File: src/rtl/spi_plock_cfg_seq.sv
// spi_plock_cfg_seq: replays a table of timed register writes and SPI pulses into a register bank
module spi_plock_cfg_seq #(
  parameter int NREG = 16,
  parameter int REGW = 16,
  parameter int DEPTH = 32,
  parameter int WAITW = 16,
  parameter int PULSEW = 8,
  localparam int IW = $clog2(NREG),
  localparam int AW = $clog2(DEPTH),
  localparam int EW = 2 + IW + REGW + WAITW
) (
  input  logic                 CLK,
  input  logic                 RST,
  input  logic                 CFG_WE,
  input  logic [AW-1:0]        CFG_WADDR,
  input  logic [EW-1:0]        CFG_WDATA,
  input  logic                 START,
  input  logic                 ABORT,
  input  logic                 LOOP_EN,
  input  logic [AW-1:0]        LOOP_IDX,
  input  logic [PULSEW-1:0]    PULSE_LEN,
  output logic [NREG*REGW-1:0] REG_OUT,
  output logic                 SPI_NARST,
  output logic                 SPI_CONFIG,
  output logic                 BUSY,
  output logic                 DONE,
  output logic [AW-1:0]        CUR_IDX,
  output logic                 WR_COLL
);
  typedef enum logic [2:0] {S_IDLE, S_FETCH, S_EXEC, S_PULSE, S_WAIT} state_t;
  state_t st;
  logic [EW-1:0] tbl [DEPTH];
  logic [EW-1:0] ent;
  logic [PULSEW-1:0] pcnt, plen;
  logic [WAITW-1:0] wcnt, wt;
  logic [1:0] op;
  logic [IW-1:0] idx;
  logic [REGW-1:0] val;
  logic is_end, step_done, adv, fin;
  always_comb begin
    op = ent[EW-1 -: 2];
    idx = ent[WAITW+REGW +: IW];
    val = ent[WAITW +: REGW];
    wt = ent[WAITW-1:0];
    plen = PULSE_LEN == '0 ? PULSEW'(1) : PULSE_LEN;
    is_end = st == S_EXEC && op == 2'd3;
    step_done = (st == S_EXEC && op == 2'd0 && wt == '0) ||
                (st == S_PULSE && pcnt == PULSEW'(1) && wt == '0) ||
                (st == S_WAIT && wcnt == WAITW'(1));
    adv = step_done || is_end;
    // the last table slot behaves as END once its own step completes
    fin = is_end || (step_done && CUR_IDX == AW'(DEPTH - 1));
  end
  always_ff @(posedge CLK)
    if (CFG_WE && !BUSY) tbl[CFG_WADDR] <= CFG_WDATA;
  always_ff @(posedge CLK) begin
    if (RST) begin
      st <= S_IDLE;
      ent <= '0;
      pcnt <= '0;
      wcnt <= '0;
      REG_OUT <= '0;
      SPI_NARST <= 1'b1;
      SPI_CONFIG <= 1'b0;
      BUSY <= 1'b0;
      DONE <= 1'b0;
      CUR_IDX <= '0;
      WR_COLL <= 1'b0;
    end else begin
      if (CFG_WE && BUSY) WR_COLL <= 1'b1;
      if (ABORT) begin
        st <= S_IDLE;
        SPI_NARST <= 1'b1;
        SPI_CONFIG <= 1'b0;
        BUSY <= 1'b0;
        CUR_IDX <= '0;
      end else begin
        case (st)
          S_IDLE: if (START) begin
            st <= S_FETCH;
            BUSY <= 1'b1;
            DONE <= 1'b0;
            CUR_IDX <= '0;
          end
          S_FETCH: begin
            ent <= tbl[CUR_IDX];
            st <= S_EXEC;
          end
          S_EXEC: if (op == 2'd1 || op == 2'd2) begin
            SPI_NARST <= op != 2'd1;
            SPI_CONFIG <= op == 2'd2;
            pcnt <= plen;
            st <= S_PULSE;
          end else if (op == 2'd0) begin
            wcnt <= wt;
            st <= S_WAIT;
          end
          S_PULSE: if (pcnt == PULSEW'(1)) begin
            SPI_NARST <= 1'b1;
            SPI_CONFIG <= 1'b0;
            wcnt <= wt;
            st <= S_WAIT;
          end else pcnt <= pcnt - 1'b1;
          S_WAIT: wcnt <= wcnt - 1'b1;
          default: st <= S_IDLE;
        endcase
        // an out-of-range IDX matches no register, so the write is dropped
        for (int k = 0; k < NREG; k++)
          if (st == S_EXEC && op == 2'd0 && idx == IW'(k)) REG_OUT[k*REGW +: REGW] <= val;
        if (adv) begin
          st <= (fin && !LOOP_EN) ? S_IDLE : S_FETCH;
          CUR_IDX <= !fin ? CUR_IDX + 1'b1 : LOOP_EN ? LOOP_IDX : '0;
          if (fin && !LOOP_EN) begin
            BUSY <= 1'b0;
            DONE <= 1'b1;
          end
        end
      end
    end
  end
endmodule

File: config.mk
export PLATFORM = sky130hd
export DESIGN_NAME = spi_plock_cfg_seq
export DESIGN_NICKNAME = d
export VERILOG_FILES = /design/src/rtl/spi_plock_cfg_seq.sv
export SDC_FILE = /design/constraint.sdc
export NUM_CORES = 2
export LEC_CHECK = 0
export CORE_MARGIN = 1
export CORE_UTILIZATION = 42
export DETAILED_ROUTE_END_ITERATION = 7
export PLACE_DENSITY_LB_ADDON = 0.05
export REMOVE_ABC_BUFFERS = 1
export SYNTH_ARGS = -nofsm -noshare
export SYNTH_HDL_FRONTEND = slang
export SYNTH_SLANG_ARGS = --single-unit
File: constraint.sdc
create_clock -name CLK -period 4.7 [get_ports CLK]
set_clock_uncertainty 0.15 [all_clocks]
set_input_delay 0.94 -clock CLK [delete_from_list [all_inputs] [get_ports CLK]]
set_output_delay 0.94 -clock CLK [all_outputs]
set_load 0.01 [all_outputs]
==> flow_summary_export.csv <==
group,metric,value,unit
run_status,status,"completed",
yosys,ys_seq_area_share,72.6,%
grt,grt_max_degree,149,
clock_network,cts.clk_slew.worst_paths,0.06,ns
yosys,ys.flop_type,"edfxtp_1",
min_path,holdCritStartpoint,"REG_OUT[149]$_SDFFE_PP0P_",
power,peakVddDrop,0.305,mV
grt,antenna_found_initial,3,
critical_path,r2r_cells,5,
yosys,synth_cell_type_count,77,
clock_network,post-cts-setup-buffers,0,
job,drv_cap,0,
cells_and_area,nNetsFinal,4056,
timing,fin_crit_sh,80.3,%
timing,period_needed,3.77,ns
critical_path,rr_startpoint,"st[1]$_SDFFE_PP0P_",
detailed_routing,wl_met1,71500,um
critical_path,worst_setup_path_end_kind,"output pin",
cells_and_area,drive_gt1_share,17.3,%
floorplan,num_io_pins,328,
detailed_routing,drtIter0Drc,3024,
clock_network,clockBufferDepth,3,
critical_path,cpPeakStageDelay,0.98,ns
critical_path,critPathRequiredTime,3.61,ns
critical_path,crit_end,"CUR_IDX[0]",
critical_path,critPathBufInv,2,
yosys,synth_compound_area_share,5.29,%
critical_path,critPathKind,"register to output pin",
timing,tns,0,ns
critical_path,cp_top_family,"flip-flops",
power,p_leak,0.0215,uW
yosys,async_flop_share,0,%
timing,layout_setup_ws,0.928,ns
grt,grt_use_total,23.8,%
critical_path,cp-start-kind,"register",
yosys,ys_seq_elements,1547,
detailed_routing,postRouteWirelength,170000,um
timing,rsz0062_at_grt,"no",
floorplan,die_area,143000,um^2
clock_network,clk_latency,0.79,ns
detailed_routing,remaining_drc_errors,0,
yosys,synth.area.mux_share,13.2,%
clock_network,h-tree-depth,4,
detailed_routing,antenna_left,0,
critical_path,startpoint,"CUR_IDX[0]$_SDFFE_PP0P_",
floorplan,initial_core_util,42.4,%
clock_network,clock_sinks,1547,
detailed_routing,vias,33781,
clock_network,cts_tree,"built",
timing,setup_violations,0,
cells_and_area,multi_input_area,15200,um^2
yosys,synth_simple_gate_area_share,6.42,%
placement,post-dp-hpwl,95900,um
grt,grt_pass1_vias,34160,
timing,final_max_slew_viol_count,0,
placement,gp_congestion,0.850,
cells_and_area,area_delta_synth_final,18.6,%
yosys,yosysWarnings,0,
power,power_density,396,nW/um^2
yosys,avgSynthCellArea,16.4,um^2
yosys,syn_area,59400,um^2
placement,portBuffers,327,
yosys,synthCells,3625,
clock_network,numCtsBuffers,164,
grt,grt_pass1_wl,243000,um
clock_network,cts-resized-gates,0,
yosys,synth_xor_area_share,0.0295,%
floorplan,core-area,140000,um^2
clock_network,cts_hold_buf,0,
critical_path,cp_slowest_cell,"dfxtp_4",
clock_network,root_buffer,"clkbuf_16",
critical_path,reg2reg_slack,1.55,ns
min_path,hp-class,"register to register",
timing,hold_viol,0,
timing,max_freq,0.265,GHz
detailed_routing,first_pass_iters,5,
detailed_routing,topRoutingLayerUsed,"met5",
timing,hold_ws,0.301,ns
detailed_routing,route.met3.wl,7960,um
detailed_routing,met2_length,85900,um
yosys,synthAdderAreaFrac,0.210,%
yosys,synth_edf_count,1216,
floorplan,die_w,378,um
detailed_routing,wl_per_cell,28.3,um
floorplan,fp-row-count,137,
floorplan,die_h,378,um
grt,overflow,0,
detailed_routing,via_per_inst,5.63,
critical_path,critical_path.max_fanout,38,
cells_and_area,n_fill_cell,11687,
cells_and_area,seq_area,43200,um^2
critical_path,crit_arrival,2.68,ns
critical_path,reg2reg_to,"REG_OUT[22]$_SDFFE_PP0P_",
yosys,synth_top_family_by_area,"multiplexers",
timing,max-slew-margin-rel,17.3,%
critical_path,path_cells,"buf_12, clkdlybuf4s50_1",
timing,tightestPinTransition,1.24,ns
critical_path,cp.depth,2,
placement,pre_cts_slack,0.609,ns
[metrics by stage]
step	util, %	instance area (um^2)	instances	power [uW]
after floorplan	-	58100	3381	15400
after global placement	46.7	65400	5694	15800
after detailed placement	46.7	65400	5694	15800
after CTS	50.3	70500	5997	28200
after global routing	50.3	70500	5998	28800
final	50.3	70500	5998	27900
[per-layer routing]
layer | up-vias | GRT usage (%)
met4 | 4 | 7.13
li1 | 14749 | -
met1 | 17782 | 31.5
met5 | - | 0
met2 | 981 | 40.7
met3 | 265 | 3.53
[power breakdown]
part / switching (uW) / internal, uW / leakage (uW) / total [uW]
registers: 50.0 / 14800 / 0.0136 / 14900
logic: 479 / 175 / 0.00539 / 654
clock network: 5270 / 7080 / 0.00251 / 12400
total: 5800 / 22100 / 0.0215 / 27900
[registers in the layout, summed over array words and instances, names as in the netlist]
| register | count |
|---|---|
| ent | 38 |
| tbl | 1216 |
| REG_OUT | 256 |
| WR_COLL | 1 |
| CUR_IDX | 5 |
| wcnt | 16 |
| st | 3 |
| pcnt | 8 |
| SPI_CONFIG | 1 |
| BUSY | 1 |
| SPI_NARST | 1 |
| DONE | 1 |
[area by class of cell]
class                      count  share of cell area (%)
inverter                      11                  0.0586
multi-input combinational   1823                    21.6
tap                         1876                    3.33
clock inverter                68                   0.740
timing repair buffer         437                    6.55
sequential                  1547                    61.2
clock buffer                 235                    6.52
antenna                        1                 0.00355
[synthesized netlist by cell type, drive strengths merged (8+ instances only)]
master | n | area (um^2)
or3 | 8 | 50.1
o21a | 12 | 90.1
ha | 10 | 125
nor2 | 179 | 679
buf | 110 | 813
a311o | 28 | 280
dfxtp | 331 | 6630
mux2i | 149 | 1490
mux2 | 12 | 135
or2 | 11 | 68.8
nand3b | 8 | 60.1
a211oi | 39 | 353
mux4 | 276 | 6220
inv | 11 | 41.3
nor4 | 9 | 68.8
nand2 | 518 | 1940
o32ai | 8 | 70.1
o22ai | 49 | 307
a221oi | 12 | 129
nand3 | 28 | 140
o21ai | 53 | 265
a311oi | 8 | 70.1
a22oi | 11 | 82.6
nor3 | 53 | 285
clkbuf | 134 | 507
a21oi | 237 | 1190
nor2b | 17 | 106
nand2b | 12 | 75.1
edfxtp | 1216 | 36500
a22o | 15 | 131
[cells by family after synthesis]
family	after synthesis
compound gates	493
flops	1547
mux	437
xor+xnor	2
fa+ha+maj	10
buf+inv	255
simple gates	881
[how the worst min path moves through the flow]
stage,to,depth (start not counted)
after floorplan,wcnt[11]$_SDFFE_PP0P_,2
after global routing,REG_OUT[189]$_SDFFE_PP0P_,2
after CTS,REG_OUT[149]$_SDFFE_PP0P_,2
after detailed placement,REG_OUT[145]$_SDFFE_PP0P_,2
final,REG_OUT[149]$_SDFFE_PP0P_,2
after global placement,REG_OUT[152]$_SDFFE_PP0P_,2
[worst register-to-register path: stages, from the launching register on]
cell and delay (ns):
dfxtp_1 0.64, nor3b_4 0.60, nand4b_1 0.48, nor3_2 0.85
nand2_1 0.14, a21oi_1 0.19
[cells in the final DEF (no fill, tap or decap), types with 11 or more instances in the layout]
| master | netlist | layout |
|---|---|---|
| nor2_1 | 176 | 143 |
| nand3_1 | 28 | 28 |
| a21oi_1 | 236 | 236 |
| a211oi_1 | 27 | 27 |
| edfxtp_1 | 1216 | 1216 |
| o22ai_1 | 49 | 49 |
| a22o_1 | 15 | 15 |
| clkbuf_16 | 0 | 168 |
| clkbuf_8 | 0 | 14 |
| clkdlybuf4s50_1 | 0 | 326 |
| nor2_4 | 0 | 32 |
| nand2_1 | 518 | 518 |
| a311o_1 | 28 | 28 |
| mux2i_1 | 149 | 149 |
| o21a_1 | 12 | 12 |
| a211oi_2 | 12 | 12 |
| mux2_2 | 12 | 12 |
| dfxtp_1 | 331 | 326 |
| clkinv_1 | 0 | 23 |
| clkinv_2 | 0 | 26 |
| o21ai_0 | 53 | 53 |
| buf_4 | 22 | 69 |
| nand2b_1 | 12 | 12 |
| nor2b_1 | 17 | 17 |
| mux4_2 | 276 | 276 |
| clkbuf_1 | 131 | 53 |
| nor3_1 | 49 | 49 |
| buf_12 | 9 | 41 |
| a22oi_1 | 11 | 11 |
Note: power is estimated with default switching activity, not from simulation.
